`src/rtl/onehot_link_rx.sv`:
```
// Serial receiver for the 2-bit button-code link: synchronizes the line, checks the
// start/parity/stop framing and holds the decoded one-hot value until the next good frame.
module onehot_link_rx #(
   parameter int CLKS_PER_BIT = 4
) (
   input  logic       clk,
   input  logic       rst_n,
   input  logic       serial_in,
   output logic [3:0] out,
   output logic       frame_valid,
   output logic       frame_err
);

   localparam int CW = $clog2(CLKS_PER_BIT);
   localparam logic [CW-1:0] CNT_MID = CW'(CLKS_PER_BIT / 2 - 1);
   localparam logic [CW-1:0] CNT_END = CW'(CLKS_PER_BIT - 1);

   typedef enum logic [2:0] {
      IDLE,
      START,
      DATA,
      PARITY,
      STOP,
      WAIT_IDLE
   } state_t;

   state_t          state_q, state_d;
   logic [CW-1:0]   cnt_q, cnt_d;
   logic            bit_idx_q, bit_idx_d;
   logic            d1_q, d1_d;
   logic            d0_q, d0_d;
   logic            par_q, par_d;
   logic [3:0]      out_q, out_d;
   logic            fv_q, fv_d;
   logic            fe_q, fe_d;
   logic            sync1_q, sync2_q;
   logic            rx;

   function automatic logic [3:0] decode(input logic [1:0] code);
      logic [3:0] onehot;
      case (code)
         2'b00:   onehot = 4'b1000;
         2'b01:   onehot = 4'b0100;
         2'b10:   onehot = 4'b0010;
         default: onehot = 4'b0001;
      endcase
      return onehot;
   endfunction

   // Two-flop synchronizer; resets to the idle (high) line level.
   always_ff @(posedge clk or negedge rst_n) begin
      if (!rst_n) begin
         sync1_q <= 1'b1;
         sync2_q <= 1'b1;
      end else begin
         sync1_q <= serial_in;
         sync2_q <= sync1_q;
      end
   end

   assign rx = sync2_q;

   always_ff @(posedge clk or negedge rst_n) begin
      if (!rst_n) begin
         state_q   <= IDLE;
         cnt_q     <= '0;
         bit_idx_q <= 1'b0;
         d1_q      <= 1'b0;
         d0_q      <= 1'b0;
         par_q     <= 1'b0;
         out_q     <= 4'b0000;
         fv_q      <= 1'b0;
         fe_q      <= 1'b0;
      end else begin
         state_q   <= state_d;
         cnt_q     <= cnt_d;
         bit_idx_q <= bit_idx_d;
         d1_q      <= d1_d;
         d0_q      <= d0_d;
         par_q     <= par_d;
         out_q     <= out_d;
         fv_q      <= fv_d;
         fe_q      <= fe_d;
      end
   end

   always_comb begin
      state_d   = state_q;
      cnt_d     = cnt_q + CW'(1);
      bit_idx_d = bit_idx_q;
      d1_d      = d1_q;
      d0_d      = d0_q;
      par_d     = par_q;
      out_d     = out_q;
      fv_d      = 1'b0;
      fe_d      = 1'b0;

      case (state_q)
         IDLE: begin
            cnt_d = '0;
            if (!rx) state_d = START;
         end
         START: begin
            // Re-check the line at mid start bit so short low glitches are dropped.
            if (cnt_q == CNT_MID) begin
               cnt_d = '0;
               if (rx) begin
                  state_d = IDLE;
               end else begin
                  state_d   = DATA;
                  bit_idx_d = 1'b0;
               end
            end
         end
         DATA: begin
            if (cnt_q == CNT_END) begin
               cnt_d = '0;
               if (!bit_idx_q) begin
                  d1_d      = rx;
                  bit_idx_d = 1'b1;
               end else begin
                  d0_d    = rx;
                  state_d = PARITY;
               end
            end
         end
         PARITY: begin
            if (cnt_q == CNT_END) begin
               cnt_d   = '0;
               par_d   = rx;
               state_d = STOP;
            end
         end
         STOP: begin
            if (cnt_q == CNT_END) begin
               cnt_d = '0;
               if (!rx) begin
                  fe_d    = 1'b1;
                  state_d = WAIT_IDLE;
               end else if (d1_q ^ d0_q ^ par_q) begin
                  out_d   = decode({d1_q, d0_q});
                  fv_d    = 1'b1;
                  state_d = IDLE;
               end else begin
                  fe_d    = 1'b1;
                  state_d = IDLE;
               end
            end
         end
         WAIT_IDLE: begin
            cnt_d = '0;
            if (rx) state_d = IDLE;
         end
         default: begin
            cnt_d   = '0;
            state_d = IDLE;
         end
      endcase
   end

   assign out         = out_q;
   assign frame_valid = fv_q;
   assign frame_err   = fe_q;

endmodule

```
`config.mk`:
```
export PLATFORM = sky130hd
export DESIGN_NAME = onehot_link_rx
export DESIGN_NICKNAME = d
export VERILOG_FILES = /design/src/rtl/onehot_link_rx.sv
export SDC_FILE = /design/constraint.sdc
export NUM_CORES = 1
export LEC_CHECK = 0
export ABC_AREA = 1
export CORE_MARGIN = 5
export CORE_UTILIZATION = 35
export CTS_CLUSTER_SIZE = 12
export DETAILED_ROUTE_END_ITERATION = 8
export PLACE_DENSITY = 0.62
export SYNTH_ARGS = -nofsm -noshare
export SYNTH_HDL_FRONTEND = slang
export SYNTH_SLANG_ARGS = --single-unit
```
`constraint.sdc`:
```
create_clock -name clk -period 2.83 [get_ports clk]
set_clock_uncertainty 0.15 [all_clocks]
set_input_delay 0.566 -clock clk [delete_from_list [all_inputs] [get_ports clk]]
set_output_delay 0.566 -clock clk [all_outputs]
set_load 0.1 [all_outputs]
```
[After elaboration in Yosys (flattened, before gate mapping)]
Cells that the tools add are included.
Widths: inputs -> output; s select.
Cells by class
  bitwise logic cells: 3
  reductions and logical operators: 10
  add/subtract/negate cells: 1
  equal/unequal tests: 17
  multiplexer cells: 26
Operators with widths (number)
  $mux 3: 8
  $pmux 3 s6: 1
  $ne 2x2->1 const B: 8
  $pmux 4 s3: 1
  $mux 1: 11
  $reduce_and 4->1: 2
  $reduce_and 7->1: 1
  $eq 3x2->1 const B: 2
  $eq 3x3->1 const B: 2
  $mux 2: 3
  $reduce_and 3->1: 2
  $eq 2x1->1 const B: 2
  $eq 2x2->1 const B: 2
  $pmux 2 s2: 1
  $eq 3x1->1 const B: 1
  $logic_not 3->1: 1
  $reduce_or 3->1: 1
  $add 2x1->2 const B: 1
  $logic_not 2->1: 1
  $pmux 1 s2: 1
  $reduce_and 2->1: 1
  $reduce_bool 2->1: 1
  $xor 1x1->1: 2
  $not 1->1: 1
Word-level totals
  flip-flop bits (word level): 17
  output and inout bits: 6
  word-level logic and storage cells: 68
  input port bits: 3

[Depth between registers and ports, before layout]
Gate-level depths: netlist of run 1.
  word-level depth: 6
  depth in mapped cells: 9
  depth with buffers taken out: 9

[Worst setup path after synthesis of run 1]
OpenSTA, ideal clock, no wires.
  path kind: reg-to-output
  start point: register out_q[0] (netlist: out[0])
  end point: output out[0]
  data required time: 2114 ps
  slack: 1216 ps
  stages on the path, launching flop included: 1
  arrival: 898 ps
  buffers on the path: 0
  path through: dfrtp_1
RTL lines
  start: declaration: line 33  | logic [3:0] out_q, out_d;
  start signal: assignment: line 81  | out_q <= out_d;
  end: declaration: line 9  | output logic [3:0] out,
No word-level cell between the ends.

[Worst setup path in the final report of run 1]
  start point: register out_q[1] (netlist: out[1])
  end point: output out[1]
No word-level cell between the ends.

==> impl_metrics.py, run 1 <==
metrics = {
    "critical_path": {
        "slowest_stage": "dfrtp_1",
        "startpoint_type": "flip-flop",
        "arrival_ns": 0.97,
        "crit_family": "flip-flops",
        "crit_fanout": 2,
        "critPathMaxStageDelay_ns": 0.37,
        "cp.buffers_inverters": 1,
        "path_cells": "buf_4",
        "crit_type": "reg -> out",
        "regToRegSetupSlack_ns": 1.17,
        "crit_required_ns": 2.11,
        "crit_path_end_kind": "output port",
    },
    "detailed_routing": {
        "viasPerCell": 4.66,
        "first_iter_violations": 3,
        "drc": 0,
        "drt-total-wl_um": 1680,
        "vias": 676,
        "wl_per_cell_um": 11.6,
        "antenna_left": 0,
        "firstDrtPassIters": 4,
    },
    "hold_path": {
        "hp-class": "reg -> reg",
    },
    "sta": {
        "drv_slew": 0,
        "min_period_ns": 1.69,
        "rsz0062_at_grt": "no",
        "fmax_mhz": 592,
        "finalHoldViolCount": 0,
        "slew_headroom_pct": 49.9,
        "setup_viol": 0,
        "setup_tns_ns": 0,
        "worst_pin_slew_ns": 0.749,
        "fin_crit_sh_pct": 59.7,
    },
    "pwr": {
        "comb_power_share_pct": 44.4,
        "p_leak_nw": 0.535,
        "p_per_area_nw_per_um2": 895,
        "p_sw_w": 0.000436,
        "clkPwrFrac_pct": 15.2,
        "internal-power_w": 0.000503,
        "switching_share_pct": 46.4,
        "ir_worst_vdd_uv": 508,
        "seqPwrFrac_pct": 40.4,
    },
    "finish": {
        "area_growth_pct": 13.6,
        "fin_area_um2": 1050,
        "drive_gt1_share_pct": 24.3,
        "final_nets": 126,
        "final_core_util_pct": 41.9,
        "n_antenna_cell": 0,
    },
    "global_route": {
        "grt_antenna_before_repair": 0,
        "grt_use_total_pct": 11.2,
        "grt_pass1_wl_um": 2950,
        "grt_max_degree": 18,
        "overflow": 0,
        "grt_pass1_vias": 680,
        "grt.met3_usage_pct": 1.89,
        "met1_usage_pct": 11.9,
        "grt-busiest-layer": "met2",
        "grt_use_met2_pct": 18.9,
    },
    "floorplan": {
        "die_area_um2": 3770,
        "die_w_um": 61.4,
        "core-area_um2": 2500,
        "chipHeight_um": 61.4,
        "rows": 18,
        "pin_count": 9,
        "start_util_pct": 36.9,
    },
    "placed_design": {
        "globalplace.congestion": 0.748,
        "placed_area_um2": 1020,
        "place_hpwl_um": 1270,
        "io_buffers": 8,
    },
    "clock_network": {
        "cts_sinks": 17,
        "post_cts_resized": 0,
        "cts_root_buffer": "clkbuf_4",
        "clk_pin_slew_ns": 0.12,
        "insertion_delay_ns": 0.31,
        "cts_setup_buffers": 0,
        "cts_made_buffers": 3,
        "cts_tree": "yes",
        "hold_buffers": 0,
        "htree_num_levels": 1,
        "cts_buffer_depth": 2,
    },
    "logic_synthesis": {
        "synthCells": 104,
        "syn_avg_cell_area_um2": 8.88,
        "ys_types": 21,
        "yosys_warnings": 0,
        "ys_seq_elements": 17,
        "seq_area_frac_synth_pct": 46.3,
        "syn_nets": 114,
        "mappedNetlistArea_um2": 923,
    },
    "flow_run": {
        "cap_violations": 0,
    },
    "run_status": {
        "outcome": "finished clean",
    },
}
## power by group through the flow
stage / registers, W / logic [W] / clock network (W)
6_report: 0.000379 / 0.000417 / 0.000143
5_1_grt: 0.000389 / 0.000476 / 0.000160
4_1_cts: 0.000379 / 0.000423 / 0.000149
3_5_place_dp: 0.000383 / 0.000421 / 0
3_3_place_gp: 0.000381 / 0.000409 / 0
2_1_floorplan: 0.000358 / 0.000369 / 0
## layer usage
layer | up-vias | wire length (um)
li1 | 349 | -
met1 | 316 | 737
met2 | 7 | 816
met3 | 4 | 58
met4 | 0 | 63
met5 | - | 0
## final cells by class
class                   count  area (um2)
well taps                  30        37.5
multi-input cells          74         443
repair buffers              8        65.1
clock inverters             1        7.51
flip-flops and latches     17         428
fillers                   257        1450
inverters                  12        45.0
clock buffers               3        22.5
## sequential cells by signal, indices dropped and copies added, names as in the netlist
name / count
out: 4
state_q: 3
cnt_q: 2
bit_idx_q: 1
d0_q: 1
d1_q: 1
frame_err: 1
frame_valid: 1
par_q: 1
rx: 1
sync1_q: 1
## final timing paths
| kind | start | depth (start not counted) | end |
|---|---|---|---|
| min in group asynchronous | rst_n | 1 | d1_q |
| hold / removal | sync1_q | 0 | rx |
| max in group asynchronous | rst_n | 1 | state_q[0] |
| setup / recovery | out[1] | 1 | out[1] |
| hold reg to reg | sync1_q | 0 | rx |
| setup reg to reg | d1_q | 9 | out[3] |
## synth_stat cells
library cell | count | share of area, %
buf_4 | 1 | 0.81
dfrtp_1 | 15 | 41
dfstp_2 | 2 | 5.7
ha_1 | 7 | 9.5
inv_1 | 7 | 2.8
inv_2 | 5 | 2.0
nand2_1 | 32 | 13
nand2_2 | 2 | 1.4
nand2_4 | 2 | 2.4
nand3_1 | 8 | 4.3
nand3_2 | 1 | 1.1
nand3_4 | 1 | 1.9
nand4_1 | 1 | 0.68
nor2_1 | 5 | 2.0
nor2_2 | 2 | 1.4
nor2_4 | 2 | 2.4
nor2_8 | 1 | 2.2
nor3_1 | 2 | 1.1
o21ai_0 | 4 | 2.2
o21ai_1 | 3 | 1.6
o31ai_1 | 1 | 0.81
## kinds of logic (layout without fill, tap and decap cells)
family | after synthesis | after routing | share of synthesized area, %
buffers and inverters | 13 | 24 | 5.69
AOI/OAI and AO/OA | 8 | 8 | 4.61
DFF | 17 | 17 | 46.3
and+or+nand+nor | 59 | 59 | 33.9
adders and majority gates | 7 | 7 | 9.48
## through the flow
| step | setup slack, ns | hold WS, ns | std cells | total power [W] |
|---|---|---|---|---|
| floorplan | 1.22 | 0.120 | 104 | 0.000727 |
| global placement | 1.17 | 0.196 | 141 | 0.000790 |
| detailed placement | 1.12 | 0.204 | 141 | 0.000804 |
| CTS | 1.13 | 0.221 | 145 | 0.000951 |
| global route | 1.04 | 0.226 | 145 | 0.00102 |
| finish | 1.14 | 0.221 | 145 | 0.000939 |
## placed cells by master, fill, tap and decap left out
cell / Yosys / routed
buf_4: 1 / 6
clkbuf_4: 0 / 3
clkdlybuf4s50_1: 0 / 2
clkinvlp_4: 0 / 1
dfrtp_1: 15 / 15
dfstp_2: 2 / 2
ha_1: 7 / 7
inv_1: 7 / 7
inv_2: 5 / 5
nand2_1: 32 / 32
nand2_2: 2 / 2
nand2_4: 2 / 2
nand3_1: 8 / 8
nand3_2: 1 / 1
nand3_4: 1 / 1
nand4_1: 1 / 1
nor2_1: 5 / 5
nor2_2: 2 / 2
nor2_4: 2 / 2
nor2_8: 1 / 1
nor3_1: 2 / 2
o21ai_0: 4 / 4
o21ai_1: 3 / 3
o31ai_1: 1 / 1
Note: power is estimated with default switching activity, not from simulation.
==> run 2: changes to the inputs <==
==> constraint.sdc (replaced) <==
create_clock -name clk -period 1.7 [get_ports clk]
set_clock_uncertainty 0.15 [all_clocks]
set_input_delay 0.34 -clock clk [delete_from_list [all_inputs] [get_ports clk]]
set_output_delay 0.34 -clock clk [all_outputs]
set_load 0.1 [all_outputs]
==> run 2 against run 1 <==
  * Utilization increased by 4.3 points
  * Largest cell class unchanged
  * Largest power group unchanged
  * Cell area increased by 10%
  * Count of clock-buffer cells in the layout unchanged
  * Critical path type is now reg -> reg
  * Global-route usage decreased by 0.64 points
  * Hold slack got worse by 0.021 ns
==> impl_metrics.py, run 2 (same netlist as run 1, synthesis figures left out) <==
metrics = {
    "pwr": {
        "ir_worst_vdd_uv": 925,
        "comb_power_share_pct": 46.2,
        "p_per_area_nw_per_um2": 1380,
        "internal-power_w": 0.000862,
        "seqPwrFrac_pct": 39.6,
        "switching_share_pct": 46.1,
        "p_sw_w": 0.000738,
        "clkPwrFrac_pct": 14.1,
        "p_leak_nw": 0.566,
    },
    "floorplan": {
        "chipHeight_um": 61.4,
        "die_area_um2": 3770,
        "start_util_pct": 36.9,
        "die_w_um": 61.4,
        "core-area_um2": 2500,
        "rows": 18,
        "pin_count": 9,
    },
    "sta": {
        "rsz0062_at_grt": "no",
        "fin_ws_ns": 0.140,
        "setup_tns_ns": 0,
        "min_period_ns": 1.56,
        "fin_hold_ws_ns": 0.200,
        "drv_slew": 0,
        "fmax_mhz": 641,
        "fin_crit_sh_pct": 91.7,
        "setup_viol": 0,
        "slew_headroom_pct": 76.4,
        "worst_pin_slew_ns": 0.354,
        "finalHoldViolCount": 0,
    },
    "global_route": {
        "grt_pass1_vias": 693,
        "grt_pass1_wl_um": 2920,
        "grt_max_degree": 18,
        "grt_use_total_pct": 10.6,
        "grt_antenna_before_repair": 0,
        "overflow": 0,
    },
    "critical_path": {
        "cpMostUsedCell": "nand2_1",
        "crit_path_end_kind": "flip-flop",
        "crit_type": "reg -> reg",
        "path_cells": "inv_1 -> ha_1 -> nand2_1 -> nand2_1 -> nor2_4 -> nand3_4 -> inv_4 -> nand2_1 -> nand2_1",
        "critPathMaxStageDelay_ns": 0.43,
        "slowest_stage": "dfrtp_1",
        "startpoint_type": "flip-flop",
        "crit_required_ns": 1.80,
        "crit_fanout": 5,
        "arrival_ns": 1.65,
    },
    "finish": {
        "area_growth_pct": 25.2,
        "largest_reg_flops": 4,
        "final_cell_mix": "nand2_1, dfrtp_1, nand3_1",
        "final_nets": 129,
        "n_antenna_cell": 0,
        "drive_gt1_share_pct": 27.1,
        "final_common_cell": "nand2_1",
    },
    "detailed_routing": {
        "drc": 0,
        "first_iter_violations": 32,
        "wl_per_cell_um": 10.8,
        "antenna_left": 0,
        "vias": 701,
        "viasPerCell": 4.74,
        "drt-total-wl_um": 1600,
        "firstDrtPassIters": 4,
    },
    "clock_network": {
        "hold_buffers": 0,
        "cts_root_buffer": "clkbuf_4",
        "cts_buffer_depth": 2,
        "insertion_delay_ns": 0.30,
        "cts_made_buffers": 3,
        "htree_num_levels": 1,
        "clk_pin_slew_ns": 0.11,
        "cts_tree": "yes",
        "cts_sinks": 17,
    },
    "placed_design": {
        "globalplace.congestion": 0.820,
        "place_hpwl_um": 1220,
        "dpl_worst_slack_ns": 0.0512,
        "io_buffers": 8,
    },
    "flow_run": {
        "cap_violations": 0,
    },
    "run_status": {
        "outcome": "finished clean",
    },
    "hold_path": {
        "hp-class": "in -> async",
    },
}
-- run 2: changes by cell type in the layout (fill, tap and decap cells not counted) --
cell	change
buf_12	+6
buf_4	-3
inv_2	-1
inv_4	+1
nor2_1	-1
nor2_4	+1
-- run 2: through the flow --
stage / cells / utilization [%] / total power [W] / instance area [um2]
after floorplan: 104 / - / 0.00121 / 923
after global placement: 143 / 44.3 / 0.00133 / 1110
after detailed placement: 143 / 44.3 / 0.00134 / 1110
after CTS: 147 / 45.5 / 0.00158 / 1140
after global routing: 148 / 46.2 / 0.00175 / 1160
final: 148 / 46.2 / 0.00160 / 1160
-- run 2: per-layer routing --
| layer | wire length (um) | GRT usage (%) |
|---|---|---|
| met1 | 775 | 13.3 |
| met2 | 734 | 16.5 |
| met3 | 59 | 2.52 |
| met4 | 35 | 6.36 |
| met5 | 0 | 0 |
-- run 2: path summary, 6_finish.rpt --
kind / startpoint / cells after the start / endpoint / slack, ns
max reg2reg: d0_q / 9 / out[0] / 0.14
min: rst_n / 2 / d1_q / 0.20
max in group asynchronous: rst_n / 2 / sync1_q / 0.95
min reg2reg: sync1_q / 0 / rx / 0.21
max: d0_q / 9 / out[0] / 0.14
min in group clk: sync1_q / 0 / rx / 0.21
-- run 2: layout make-up --
| type | count | area (um2) |
|---|---|---|
| sequential | 17 | 428 |
| multi-input combinational | 74 | 450 |
| clock inverter | 1 | 7.51 |
| inverter | 12 | 47.5 |
| timing repair buffer | 11 | 163 |
| fill | 219 | 1340 |
| tap | 30 | 37.5 |
| clock buffer | 3 | 22.5 |
-- run 2: power by group through the flow --
stage / sequential (W) / combinational [W] / clock (W)
floorplan: 0.000596 / 0.000613 / 0
global placement: 0.000641 / 0.000685 / 0
detailed placement: 0.000643 / 0.000699 / 0
CTS: 0.000635 / 0.000708 / 0.000233
global route: 0.000653 / 0.000844 / 0.000255
finish: 0.000634 / 0.000740 / 0.000226
-- run 2: worst max-delay path: cells and delay by family, from the launching register on --
kind / cells / cell delay (ns)
AND/OR/NAND/NOR: 6 / 0.47
flip-flops: 1 / 0.43
adder cells (fa/ha/maj): 1 / 0.29
buffers and inverters: 2 / 0.17
-- run 2: timing repair --
action,CTS,global route
gates resized for setup,0,3
setup endpoints to repair,0,5
setup buffers,0,1
